File: config.mk
export PLATFORM = sky130hd
export DESIGN_NAME = stopwatch_up
export DESIGN_NICKNAME = d
export VERILOG_FILES = /design/src/rtl/stopwatch_up_pkg.sv /design/src/rtl/stopwatch_up_time_field_counter.sv /design/src/rtl/stopwatch_up.sv
export SDC_FILE = /design/constraint.sdc
export NUM_CORES = 1
export LEC_CHECK = 0
export BUFFER_PORTS_ARGS = -buffer_cell sky130_fd_sc_hd__clkbuf_2
export CAP_MARGIN = 10
export CORE_MARGIN = 5
export CORE_UTILIZATION = 48
export CTS_BUF_LIST = sky130_fd_sc_hd__clkbuf_4 sky130_fd_sc_hd__clkbuf_8
export DETAILED_ROUTE_END_ITERATION = 12
export PLACE_DENSITY = 0.78
export SYNTH_ARGS = -nofsm -noshare
export SYNTH_HDL_FRONTEND = slang
export SYNTH_HIERARCHICAL = 1
export SYNTH_SLANG_ARGS = --single-unit
File: constraint.sdc
create_clock -name clk -period 3.3 [get_ports clk]
set_input_delay 0.33 -clock clk [delete_from_list [all_inputs] [get_ports clk]]
set_output_delay 0.33 -clock clk [all_outputs]
set_load 0.05 [all_outputs]
File: src/rtl/stopwatch_up_pkg.sv
// Shared types and field limits for the count-up stopwatch and its display word.
// Packed time layout: {hr[26:22], min[21:16], sec[15:10], ms[9:0]}, binary fields.
package stopwatch_up_pkg;

    localparam int HR_W   = 5;
    localparam int MIN_W  = 6;
    localparam int SEC_W  = 6;
    localparam int MS_W   = 10;
    localparam int TIME_W = HR_W + MIN_W + SEC_W + MS_W;

    localparam int MS_LAST  = 999;
    localparam int SEC_LAST = 59;
    localparam int MIN_LAST = 59;

    typedef struct packed {
        logic [HR_W-1:0]  hr;
        logic [MIN_W-1:0] min;
        logic [SEC_W-1:0] sec;
        logic [MS_W-1:0]  ms;
    } time_t;

    typedef enum logic [1:0] {
        ST_IDLE  = 2'd0,
        ST_RUN   = 2'd1,
        ST_PAUSE = 2'd2,
        ST_SAT   = 2'd3
    } state_t;

    // True when every field sits at its last value, i.e. the next tick would overflow.
    function automatic logic time_is_max(input time_t t, input int unsigned hr_max);
        return (t.hr  == HR_W'(hr_max))    &&
               (t.min == MIN_W'(MIN_LAST)) &&
               (t.sec == SEC_W'(SEC_LAST)) &&
               (t.ms  == MS_W'(MS_LAST));
    endfunction

endpackage

File: src/rtl/stopwatch_up_time_field_counter.sv
// One modulo-(LAST+1) time field; increments on inc_en and flags carry when it wraps.
// Chained by carry to build the full hr:min:sec:ms counter.
module time_field_counter
    import stopwatch_up_pkg::*;
#(
    parameter int WIDTH = 6,
    parameter int LAST  = 59
) (
    input  logic             clk,
    input  logic             reset,
    input  logic             clear,
    input  logic             inc_en,
    output logic [WIDTH-1:0] value,
    output logic             carry
);

    localparam logic [WIDTH-1:0] LAST_V = WIDTH'(LAST);

    assign carry = inc_en && (value == LAST_V);

    always_ff @(posedge clk or posedge reset) begin
        if (reset) begin
            value <= '0;
        end else if (clear) begin
            value <= '0;
        end else if (inc_en) begin
            value <= (value == LAST_V) ? '0 : value + WIDTH'(1);
        end
    end

endmodule

File: src/rtl/stopwatch_up.sv
// Count-up stopwatch on a 1 ms tick, saturating at HR_MAX:59:59.999.
// Define STOPWATCH_LAP_EN to enable split-time capture on the lap pulse.
module stopwatch_up
    import stopwatch_up_pkg::*;
#(
    parameter int unsigned HR_MAX = 23
) (
    input  logic              clk,
    input  logic              reset,
    input  logic              tick_ms,
    input  logic              start_stop,
    input  logic              clear,
    input  logic              lap,
    output logic [TIME_W-1:0] out_time,
    output logic [TIME_W-1:0] lap_time,
    output logic              running,
    output logic              overflow
);

    state_t            state;
    logic [HR_W-1:0]   hr_v;
    logic [MIN_W-1:0]  min_v;
    logic [SEC_W-1:0]  sec_v;
    logic [MS_W-1:0]   ms_v;
    logic              ms_inc, ms_carry, sec_carry, min_carry, unused_hr_carry;
    logic              at_max;
    time_t             cur;

    assign cur      = '{hr: hr_v, min: min_v, sec: sec_v, ms: ms_v};
    assign out_time = cur;
    assign at_max   = time_is_max(cur, HR_MAX);

    // Blocking the chain at max is what prevents any wrap back to zero.
    assign ms_inc = tick_ms && (state == ST_RUN) && !at_max;

    time_field_counter #(.WIDTH(MS_W), .LAST(MS_LAST)) u_ms (
        .clk(clk), .reset(reset), .clear(clear), .inc_en(ms_inc),
        .value(ms_v), .carry(ms_carry)
    );

    time_field_counter #(.WIDTH(SEC_W), .LAST(SEC_LAST)) u_sec (
        .clk(clk), .reset(reset), .clear(clear), .inc_en(ms_carry),
        .value(sec_v), .carry(sec_carry)
    );

    time_field_counter #(.WIDTH(MIN_W), .LAST(MIN_LAST)) u_min (
        .clk(clk), .reset(reset), .clear(clear), .inc_en(sec_carry),
        .value(min_v), .carry(min_carry)
    );

    time_field_counter #(.WIDTH(HR_W), .LAST(int'(HR_MAX))) u_hr (
        .clk(clk), .reset(reset), .clear(clear), .inc_en(min_carry),
        .value(hr_v), .carry(unused_hr_carry)
    );

    always_ff @(posedge clk or posedge reset) begin
        if (reset) begin
            state    <= ST_IDLE;
            running  <= 1'b0;
            overflow <= 1'b0;
        end else if (clear) begin
            state    <= ST_IDLE;
            running  <= 1'b0;
            overflow <= 1'b0;
        end else begin
            case (state)
                ST_IDLE: begin
                    if (start_stop) begin
                        state   <= ST_RUN;
                        running <= 1'b1;
                    end
                end
                ST_RUN: begin
                    // A tick at max saturates even if start_stop arrives in the same cycle.
                    if (tick_ms && at_max) begin
                        state    <= ST_SAT;
                        running  <= 1'b0;
                        overflow <= 1'b1;
                    end else if (start_stop) begin
                        state   <= ST_PAUSE;
                        running <= 1'b0;
                    end
                end
                ST_PAUSE: begin
                    if (start_stop) begin
                        state   <= ST_RUN;
                        running <= 1'b1;
                    end
                end
                ST_SAT: begin
                    state <= ST_SAT;
                end
                default: begin
                    state   <= ST_IDLE;
                    running <= 1'b0;
                end
            endcase
        end
    end

`ifdef STOPWATCH_LAP_EN
    logic [TIME_W-1:0] lap_q;

    always_ff @(posedge clk or posedge reset) begin
        if (reset) begin
            lap_q <= '0;
        end else if (clear) begin
            lap_q <= '0;
        end else if (lap && (state == ST_RUN || state == ST_PAUSE)) begin
            lap_q <= out_time;
        end
    end

    assign lap_time = lap_q;
`else
    logic unused_lap;
    assign unused_lap = lap;
    assign lap_time   = '0;
`endif

endmodule

==> reports/metrics.csv <==
metric,value,unit
crit path launch type,register,
Worst Hold Class,in2reg,
DIE AREA,5620,um^2
DRT Wirelength,4490,um
CP startpoint,state[0]$_DFFE_PP0P_,
ant diodes,0,
Clock Skew,10.4,ps
routed via count,1683,
share of layout cells above drive strength 1,28.1,%
max frequency,367,MHz
ANT nets after route,0,
core area,4060,um^2
reg2reg start,state[0]$_DFFE_PP0P_,
Chip Height,75.0,um
Reg area,781,um^2
area occupied by multi-input gates,1100,um^2
first-pass GRT wire length,7210,um
largest net degree at the start of global routing,34,
antenna violations before repair,0,
Critical Path RT,3520,ps
CTS Buffer Depth,2,
area delta synth->final,14.8,%
synth warn,6,
clk root buf,clkbuf_8,
Final Setup Violations,0,
vias in the first global route,1488,
Max VDD drop,0.325,mV
Crit. End Element,register,
CTS tree,done,
"reg-to-reg slack, setup",570,ps
Syn Inst Count,216,
Post-CTS Setup Bufs,0,
Starting Density,49.9,%
Filler Cells Inserted,378,
Max-Cap Viols,0,
syn_area_per_cell,9.38,um^2
DR iter-0 viols,92,
Final Slew Violations,0,
minimum clock period,2730,ps
grt ovf,0,
drt wl/cell,14.5,um
CTS Sinks,31,
RSZ-0062 raised after global routing,no,
H-Tree Depth,2,
Cell Rows,23,
worst skew pair latency,290,ps
routability cong.,0.810,
CP Data Arrival Time,2940,ps
hold slack,280,ps
fin crit share,82.7,%
Horiz. Die Dim,75.0,um
Ports,62,
Cell Pwr Density,420,nW/um^2
total track usage,17.1,%
total CTS buffers,5,
slew margin rel.,54.9,%
Pre-antenna DRT Iters,4,
"Max FO, Critical Path",6,
hpwl dp,3270,um
drt drc,0,
sum of negative setup slack,0,ps
Worst-Margin Slew,677,ps
Lkg Pwr,1.06,nW
routed vias/inst,5.43,
"Cell Area, Synth",2030,um^2
number of port buffers,33,
NumNets Final,269,
critical path class,reg2reg,
"CTS clk-pin slew, worst paths",70,ps
Fin. Hold Viols,0,
status,"complete, no violations",
Hold Crit Start,start_stop,
final total power,0.976,mW
-- critical path, stage by stage (launching register included) --
cell and delay, ps:
dfrtp_1 380, nor2b_1 310, nand2_1 90, a31oi_1 200
inv_1 160, nor4_4 300, nand2_1 130, nor3b_2 230
nand2_1 110, nor3b_1 210, buf_4 180, and3_2 190
mux2i_1 160
-- worst paths after layout --
| kind | depth (start not counted) | end |
|---|---|---|
| hold reg to reg | 2 | overflow$_DFFE_PP0P_ |
| setup / recovery | 12 | u_hr/value[4]$_DFFE_PP0P_ |
| max in group asynchronous | 3 | u_ms/value[3]$_DFFE_PP0P_ |
| setup reg to reg | 12 | u_hr/value[4]$_DFFE_PP0P_ |
| min in group asynchronous | 3 | running$_DFFE_PP0P_ |
| hold / removal | 2 | state[0]$_DFFE_PP0P_ |
-- cells in the final DEF (no fill, tap or decap), types with 3 or more instances in the layout --
| master | count |
|---|---|
| dfrtp_1 | 27 |
| conb_1 | 27 |
| nand3_1 | 4 |
| inv_1 | 16 |
| buf_4 | 4 |
| ha_1 | 4 |
| clkbuf_2 | 33 |
| dfrtp_2 | 4 |
| or3_1 | 3 |
| mux2i_1 | 9 |
| clkbuf_8 | 6 |
| or4_1 | 4 |
| nand2_1 | 19 |
| nor2_1 | 12 |
| nand4b_1 | 3 |
| o211ai_1 | 4 |
| nor3b_1 | 3 |
| nand4_1 | 7 |
| a21oi_1 | 11 |
| o31ai_1 | 4 |
| o21ba_2 | 4 |
| o21ai_0 | 8 |
| a31o_2 | 4 |
-- stage by stage --
stage | setup slack [ps] | util [%] | instance area [um^2] | cells
6_report | 572 | 57.3 | 2330 | 310
5_1_grt | 200 | 57.3 | 2330 | 310
4_1_cts | 559 | 57.3 | 2330 | 310
3_5_place_dp | 612 | 54.2 | 2200 | 301
3_3_place_gp | 630 | 54.2 | 2200 | 301
2_1_floorplan | 22.6 | - | 2150 | 242
-- what timing repair did --
action                                 in CTS  in global routing
gates resized for setup                     0                  0
endpoints found under the hold margin      13                  0
hold buffers                                1                  0
-- sequential cells by signal, summed over array words and instances, names as in the netlist --
name / count
overflow: 1
running: 1
state: 2
u_hr/value: 5
u_min/value: 6
u_ms/value: 10
u_sec/value: 6
-- power breakdown --
group | switching, mW | total [mW] | internal (mW)
clock | 0.145 | 0.389 | 0.244
combinational | 0.143 | 0.176 | 0.0328
sequential | 0.0186 | 0.410 | 0.392
-- layout make-up --
class                   count  share of cell area (%)
well taps                  50                    2.69
repair buffers             38                    8.82
flip-flops and latches     31                    33.6
clock inverters             2                    1.51
clock buffers               6                    3.55
inverters                  16                    2.58
multi-input cells         167                    47.3
-- layer usage --
metal / track usage [%] / vias up / share of wire, %
met4: 7.11 / 0 / 1.5
li1: - / 814 / -
met3: 5.74 / 6 / 8.6
met2: 25.1 / 66 / 46
met5: 0 / - / 0
met1: 23.0 / 797 / 44
No activity file was read; power rests on OpenSTA's default activity.
